## config.mk

```make
export PLATFORM = sky130hd
export DESIGN_NAME = fg_vram_arbiter_flat
export DESIGN_NICKNAME = d
export VERILOG_FILES = /design/src/rtl/fg_vram_arbiter_pkg.sv /design/src/rtl/fg_vram_arbiter_if.sv /design/src/rtl/fg_slot_decode.sv /design/src/rtl/fg_vram_arbiter.sv /design/src/flat_wrapper.sv
export SDC_FILE = /design/constraint.sdc
export NUM_CORES = 1
export LEC_CHECK = 0
export BUFFER_PORTS_ARGS = -buffer_cell sky130_fd_sc_hd__buf_2
export CAP_MARGIN = 25
export CORE_ASPECT_RATIO = 1.1
export CORE_UTILIZATION = 38
export DETAILED_ROUTE_END_ITERATION = 7
export PLACE_DENSITY = 0.93
export SKIP_CTS_REPAIR_TIMING = 1
export SLEW_MARGIN = 20
export SYNTH_ARGS = -nofsm -noshare
export SYNTH_HDL_FRONTEND = slang
export SYNTH_SLANG_ARGS = --single-unit
```

## constraint.sdc

```tcl
create_clock -name master_clk -period 4.2 [get_ports master_clk]
set_clock_uncertainty 0.15 [all_clocks]
set_input_delay 0.63 -clock master_clk [delete_from_list [all_inputs] [get_ports master_clk]]
set_output_delay 0.63 -clock master_clk [all_outputs]
set_load 0.02 [all_outputs]
```

## src/rtl/fg_vram_arbiter_pkg.sv

```systemverilog
// Shared types and constants for the foreground VRAM arbiter.
// Slots 6 and 7 of every 8-pixel tile column belong to video fetch.
package fg_arb_pkg;

    typedef enum logic [1:0] {
        ST_IDLE,
        ST_REQ,
        ST_GRANT,
        ST_DONE
    } arb_state_t;

    localparam logic [2:0] VID_SLOT_FIRST = 3'd6;
    localparam logic [2:0] VID_SLOT_LAST  = 3'd7;

    function automatic logic is_vid_slot(input logic [2:0] slot);
        return slot >= VID_SLOT_FIRST;
    endfunction

endpackage

```

## src/rtl/fg_vram_arbiter_if.sv

```systemverilog
// Z80 side of the foreground tile RAM: selects, strobes, address/data and the
// wait line returned to the CPU.
interface fg_vram_arbiter_if;

    logic        CHARAM_n;
    logic        ATRRAM_n;
    logic        Z80_RD_n;
    logic        Z80_WR_n;
    logic [10:0] CPU_ADDR;
    logic [7:0]  CPU_DIN;
    logic [7:0]  cpu_dout;
    logic        FG_WAIT_n;

    modport master (
        output CHARAM_n, ATRRAM_n, Z80_RD_n, Z80_WR_n, CPU_ADDR, CPU_DIN,
        input  cpu_dout, FG_WAIT_n
    );

    modport slave (
        input  CHARAM_n, ATRRAM_n, Z80_RD_n, Z80_WR_n, CPU_ADDR, CPU_DIN,
        output cpu_dout, FG_WAIT_n
    );

endinterface

```

## src/rtl/fg_slot_decode.sv

```systemverilog
// Maps the latched pixel count to an access slot, flags the video-owned slots
// and produces the tile-data-valid strobe.
module fg_slot_decode
    import fg_arb_pkg::*;
(
    input  logic       rst_n,
    input  logic       pix_ce,
    input  logic [8:0] hpix_lt,
    input  logic       screen_flip,
    output logic       vid_owned,
    output logic       vid_latch
);

    logic [2:0] slot;
    logic       hpix_hi_unused;

    // Flipping the screen mirrors the slot order, so slot 7 lands on pixel 0.
    assign slot           = hpix_lt[2:0] ^ {3{screen_flip}};
    assign vid_owned      = is_vid_slot(slot);
    assign vid_latch      = rst_n & pix_ce & (slot == VID_SLOT_LAST);
    assign hpix_hi_unused = ^hpix_lt[8:3];

endmodule

```

## src/rtl/fg_vram_arbiter.sv

```systemverilog
// Shares the single-port foreground tile RAM between video fetch and the Z80,
// stalling the CPU via FG_WAIT_n until a CPU-eligible slot is granted.
module fg_vram_arbiter
    import fg_arb_pkg::*;
(
    input  logic               master_clk,
    input  logic               nRESET,
    input  logic               pix_ce,
    input  logic [8:0]         HPIX_LT,
    input  logic               SCREEN_FLIP,
    input  logic [10:0]        vid_addr,
    fg_vram_arbiter_if.slave   cpu,
    input  logic [7:0]         ram_q_hi,
    input  logic [7:0]         ram_q_lo,
    output logic [10:0]        ram_addr,
    output logic [7:0]         ram_din,
    output logic               ram_we_hi,
    output logic               ram_we_lo,
    output logic               vid_latch
);

    arb_state_t state_q, state_d;
    logic [7:0] cpu_dout_q, cpu_dout_d;
    logic       cs;
    logic       in_grant;
    logic       vid_owned;

    fg_slot_decode u_slot_decode (
        .rst_n       (nRESET),
        .pix_ce      (pix_ce),
        .hpix_lt     (HPIX_LT),
        .screen_flip (SCREEN_FLIP),
        .vid_owned   (vid_owned),
        .vid_latch   (vid_latch)
    );

    assign cs       = ~(cpu.CHARAM_n & cpu.ATRRAM_n);
    assign in_grant = (state_q == ST_GRANT);

    // DONE waits for cs to drop so a held select never produces a second access.
    always_comb begin
        state_d = state_q;
        case (state_q)
            ST_IDLE:  if (cs) state_d = ST_REQ;
            ST_REQ: begin
                if (!cs)
                    state_d = ST_IDLE;
                else if (!vid_owned)
                    state_d = ST_GRANT;
            end
            ST_GRANT: state_d = ST_DONE;
            ST_DONE:  if (!cs) state_d = ST_IDLE;
            default:  state_d = ST_IDLE;
        endcase
    end

    // RAM data for the CPU address is valid during GRANT because the address
    // was already presented while waiting in REQ.
    always_comb begin
        cpu_dout_d = cpu_dout_q;
        if (in_grant && !cpu.Z80_RD_n)
            cpu_dout_d = !cpu.CHARAM_n ? ram_q_lo : ram_q_hi;
    end

    always_ff @(posedge master_clk or negedge nRESET) begin
        if (!nRESET) begin
            state_q    <= ST_IDLE;
            cpu_dout_q <= 8'h00;
        end else begin
            state_q    <= state_d;
            cpu_dout_q <= cpu_dout_d;
        end
    end

    // A grant in flight keeps the bus even if a flip moves the slot into video.
    assign ram_addr  = (vid_owned && !in_grant) ? vid_addr : cpu.CPU_ADDR;
    assign ram_din   = cpu.CPU_DIN;
    assign ram_we_lo = in_grant & ~cpu.Z80_WR_n & ~cpu.CHARAM_n;
    assign ram_we_hi = in_grant & ~cpu.Z80_WR_n & ~cpu.ATRRAM_n;

    assign cpu.cpu_dout  = cpu_dout_q;
    assign cpu.FG_WAIT_n = ~(cs & (state_q != ST_DONE));

endmodule

```

## src/flat_wrapper.sv

```systemverilog
// flat-port wrapper written by rule: the top's interface ports become plain ports
module fg_vram_arbiter_flat import fg_arb_pkg::*;
  (master_clk, nRESET, pix_ce, HPIX_LT, SCREEN_FLIP, vid_addr, ram_q_hi, ram_q_lo, ram_addr, ram_din, ram_we_hi, ram_we_lo, vid_latch, cpu_CHARAM_n, cpu_ATRRAM_n, cpu_Z80_RD_n, cpu_Z80_WR_n, cpu_CPU_ADDR, cpu_CPU_DIN, cpu_cpu_dout, cpu_FG_WAIT_n);
  fg_vram_arbiter_if cpu_i ();
  input  logic master_clk;
  input  logic nRESET;
  input  logic pix_ce;
  input  logic [8:0] HPIX_LT;
  input  logic SCREEN_FLIP;
  input  logic [10:0] vid_addr;
  input  logic [7:0] ram_q_hi;
  input  logic [7:0] ram_q_lo;
  output logic [10:0] ram_addr;
  output logic [7:0] ram_din;
  output logic ram_we_hi;
  output logic ram_we_lo;
  output logic vid_latch;
  input wire logic [$bits(cpu_i.CHARAM_n)-1:0] cpu_CHARAM_n;
  input wire logic [$bits(cpu_i.ATRRAM_n)-1:0] cpu_ATRRAM_n;
  input wire logic [$bits(cpu_i.Z80_RD_n)-1:0] cpu_Z80_RD_n;
  input wire logic [$bits(cpu_i.Z80_WR_n)-1:0] cpu_Z80_WR_n;
  input wire logic [$bits(cpu_i.CPU_ADDR)-1:0] cpu_CPU_ADDR;
  input wire logic [$bits(cpu_i.CPU_DIN)-1:0] cpu_CPU_DIN;
  output wire logic [$bits(cpu_i.cpu_dout)-1:0] cpu_cpu_dout;
  output wire logic [$bits(cpu_i.FG_WAIT_n)-1:0] cpu_FG_WAIT_n;
  assign cpu_i.CHARAM_n = cpu_CHARAM_n;
  assign cpu_i.ATRRAM_n = cpu_ATRRAM_n;
  assign cpu_i.Z80_RD_n = cpu_Z80_RD_n;
  assign cpu_i.Z80_WR_n = cpu_Z80_WR_n;
  assign cpu_i.CPU_ADDR = cpu_CPU_ADDR;
  assign cpu_i.CPU_DIN = cpu_CPU_DIN;
  assign cpu_cpu_dout = cpu_i.cpu_dout;
  assign cpu_FG_WAIT_n = cpu_i.FG_WAIT_n;
  fg_vram_arbiter u_core (.master_clk(master_clk), .nRESET(nRESET), .pix_ce(pix_ce), .HPIX_LT(HPIX_LT), .SCREEN_FLIP(SCREEN_FLIP), .vid_addr(vid_addr), .cpu(cpu_i), .ram_q_hi(ram_q_hi), .ram_q_lo(ram_q_lo), .ram_addr(ram_addr), .ram_din(ram_din), .ram_we_hi(ram_we_hi), .ram_we_lo(ram_we_lo), .vid_latch(vid_latch));
endmodule
```

Word-level counts from Yosys, hierarchy flattened
Cells that the tools add are included.

storage, ports and cells
  flip-flop bits (word level) = 10
  input bits = 63
  output and inout port bits = 31
  word-level logic and storage cells = 37

cells by class
  $lt $le $gt $ge = 1
  eq/ne operators = 8
  muxes and demuxes = 7
  bitwise logic cells = 13
  reduce and logical (&&, ||, !) cells = 6

operators with widths
  operator            count
  $mux 11             1
  $mux 2              4
  $mux 8              1
  $pmux 2 s4          1
  $and 1x1->1         7
  $not 1->1           5
  $eq 2x2->1 const B  2
  $ne 2x2->1 const B  2
  $eq 3x3->1 const B  1
  $ge 3x3->1 const B  1
  $ne 3x3->1 const B  1
  $reduce_and 3->1    1
  $xor 3x3->3         1
  $eq 2x1->1 const B  1
  $logic_and 1x1->1   2
  $logic_not 1->1     2
  $logic_not 2->1     1
  $ne 2x1->1 const B  1

Depth between registers and ports, before layout
  depth in word-level cells = 5
  mapped depth = 5
  gate-level depth less buffers = 4

Cells and area by module
A second synthesis with hierarchy kept.

second synthesis, totals
  cells, all modules = 74
  area, all modules = 787.0 um2

modules (own cells, without submodules)
  module           instances  cells each  area each (um2)  seq. area each (um2)
  fg_vram_arbiter  1          67          740.7            250.2
  fg_slot_decode   1          7           46.3             0.0

Least setup slack after synthesis
Ideal clock, no wire load.

  path kind = input-to-output
  start = input HPIX_LT[1]
  end = output ram_addr[0]
  arrival = 1.526 ns
  data required time = 3.420 ns
  slack = 1.894 ns
  stages on the path = 5
  path buffers = 1
  cell sequence = buf_6 > nor2b_2 > nand2b_1 > a21o_4 > mux2_4

between the ends
  cells in the longest elaborated chain, start to end = 4

ends and longest elaborated chain
  what                line                       text
  start: declaration  flat_wrapper.sv:8          input logic [8:0] HPIX_LT;
  $xor 3x3->3         fg_slot_decode.sv:18       assign slot = hpix_lt[2:0] ^ {3{screen_flip}};
  $ge 3x3->1          fg_vram_arbiter_pkg.sv:16  return slot >= VID_SLOT_FIRST;
  $logic_and 1x1->1   fg_vram_arbiter.sv:76      assign ram_addr = (vid_owned && !in_grant) ? vid_addr : cpu.CPU_ADDR;
  $mux 11             fg_vram_arbiter.sv:76
  end: declaration    flat_wrapper.sv:13         output logic [10:0] ram_addr;

No other way between the ends.

==> reports/metrics.yaml <==
outcome: "completed"
via_per_inst: 5.08
crit_path_max_fanout: 8
stdcell_count: 202
finish.instance_area_um2: 1240
coreArea_um2: 2250
clk_pin_slew_ns: 0.06
tightest_slew_ns: 0.615
grt_use_total_pct: 17.6
port-buffer-count: 71
min_period_ns: 2.65
cts_tree: "done"
maxCapViolations: 0
synth_area_leaders: "dfrtp_1 27%, mux2i_1 9.8%, mux2_4 8.2%"
slowest_stage: "nor2b_1"
r2r_cells: 4
wirelength_met1_um: 879
routed.top_layer: "met4"
yosys_warnings: 0
grt_pass1_vias: 850
fillCellCount: 230
drc_errors: 0
wl_met2_mm: 1.30
grt_pass1_wl_mm: 3.53
vias: 1026
antenna_cells: 0
antenna_found_initial: 0
dpl.hpwl_mm: 1.95
r2r_start: "u_core.state_q[0]"
critPathBufInv: 1
cp_top_family: "simple AND/OR/NAND/NOR gates"
dieHeight_um: 53.5
pin_count: 94
wl_per_cell_um: 11.7
grt_setup_unrepaired: "false"
slowest_delay_ns: 0.54
path_class: "flip-flop to output pin"
synth_cell_types: 23
areaGrowthSynthToFinish_pct: 35.4
hold_viol: 0
drt_iter0_drc: 25
irDropWorstVdd_mv: 0.241
routabilityCongestion: 0.782
setup_violations: 0
setup_tns_ns: 0
layout_commonest_cell: "buf_2"
final_antenna_net_count: 0
cts_buffers: 3
rrSetupSlack_ns: 2.64
nets: 237
power.density_nw_per_um2: 410
synth_top_area_share_pct: 27.3
wl_met3_um: 158
grt_overflow: 0
placedInstanceArea_um2: 1220
power_leakage_nw: 0.657
max_freq_mhz: 377
syn_inst: 111
dieArea_um2: 2610
clock_latency_ns: 0.26
finalCritPeriodShare_pct: 63.1
max-clock-path-buffers: 2
start_kind: "flip-flop"
max-slew-margin-rel_pct: 58.9
ctsRootBufferMaster: "clkbuf_4"
grt_start_max_net_pins: 17
clock-sinks: 10
synth-seq-cells: 10
synth_seq_area_share_pct: 27.3
initial_core_util_pct: 40.7
drv_slew: 0
crit_required_ns: 3.42
firstDrtPassIters: 4
r2r-end: "u_core.cpu.cpu_dout[1]"
die_w_um: 48.8
dp_cells: 199
path_cells: "nor2b_1 -> a21o_4 -> mux2_4 -> buf_2"
h-tree-depth: 1
netlist_area_um2: 916
worstPathArrival_ns: 1.87
num_rows: 18
synth_area_per_cell_um2: 8.25
critPathCaptureType: "output pin"
hp-class: "input port to asynchronous set/reset pin"
drive_above_1_share_pct: 48.3
synth_top_area_cell: "dfrtp_1"
routed_wl_mm: 2.36
synth_nets: 174
layout_common_cells: "71 x buf_2, 15 x nand2_1, 14 x a21oi_1"
path_depth: 4
## metal layers
| layer | global-route usage [%] | up-vias |
|---|---|---|
| li1 | - | 520 |
| met1 | 19.7 | 455 |
| met2 | 33.3 | 45 |
| met3 | 4.89 | 6 |
| met4 | 3.92 | 0 |
| met5 | 0 | - |
## layout make-up
| class | instances | area (um2) | share of cell area (%) |
|---|---|---|---|
| multi-input cells | 86 | 567 | 45.7 |
| repair buffers | 71 | 355 | 28.7 |
| flip-flops and latches | 10 | 250 | 20.2 |
| well taps | 30 | 37.5 | 3.03 |
| clock buffers | 3 | 22.5 | 1.82 |
| inverters | 2 | 7.51 | 0.605 |
## worst register-to-register path: stages, from the launching register on
cell and delay, ns:
dfrtp_1 0.42, nand2b_1 0.23, nor2_2 0.46, nor2_1 0.08, a21oi_1 0.15
## power breakdown
group / internal, mW / switching (mW) / leakage [nW] / total [mW]
combinational: 0.109 / 0.172 / 0.536 / 0.281
sequential: 0.140 / 0.0244 / 0.107 / 0.165
clock: 0.0330 / 0.0300 / 0.0138 / 0.0630
total: 0.282 / 0.227 / 0.657 / 0.509
## kinds of logic (layout without fill, tap and decap cells)
| group | after synthesis | in the layout | synth area share [%] |
|---|---|---|---|
| simple gates | 36 | 36 | 18.3 |
| flops | 10 | 10 | 27.3 |
| compound gates | 36 | 36 | 25.5 |
| buf+inv | 15 | 76 | 10.8 |
| mux | 14 | 14 | 18.0 |
## registers in the layout (all words and copies together), names as in the netlist, named ones only
signal	cells
u_core.state_q	1
u_core.cpu.cpu_dout	8
## synth_stat cells
cell      number
and3_1         1
mux2_4         5
nor2b_1        1
nor3_1         2
a21boi_1       7
o32ai_1        6
nand2b_1       3
inv_1          2
nand2_1       15
nand3_1        3
a22o_1         1
buf_6          1
buf_2          4
mux2i_1        9
a21oi_1       14
o21ai_1        7
a21o_4         1
nor3_2         1
buf_4          8
nor2_2         1
dfrtp_1       10
nor2_1         8
nor2b_2        1
## worst max path at each step
stage | endpoint | startpoint
2_1_floorplan | ram_addr[0] | HPIX_LT[1]
3_3_place_gp | ram_addr[4] | SCREEN_FLIP
3_5_place_dp | ram_addr[2] | SCREEN_FLIP
4_1_cts | ram_addr[2] | flip-flop
5_1_grt | ram_addr[2] | flip-flop
6_report | ram_addr[2] | flip-flop
## per-stage QoR
step / setup WS [ns] / power, mW / util (%) / hold slack (ns)
global route: 1.43 / 0.550 / 55.1 / 0.0735
detailed placement: 1.58 / 0.451 / 54.1 / 0.362
CTS: 1.54 / 0.515 / 55.1 / 0.0794
floorplan: 1.89 / 0.359 / - / 0.184
global placement: 1.58 / 0.440 / 54.1 / 0.350
finish: 1.55 / 0.509 / 55.1 / 0.0774
(Power assumes the default switching activity.)
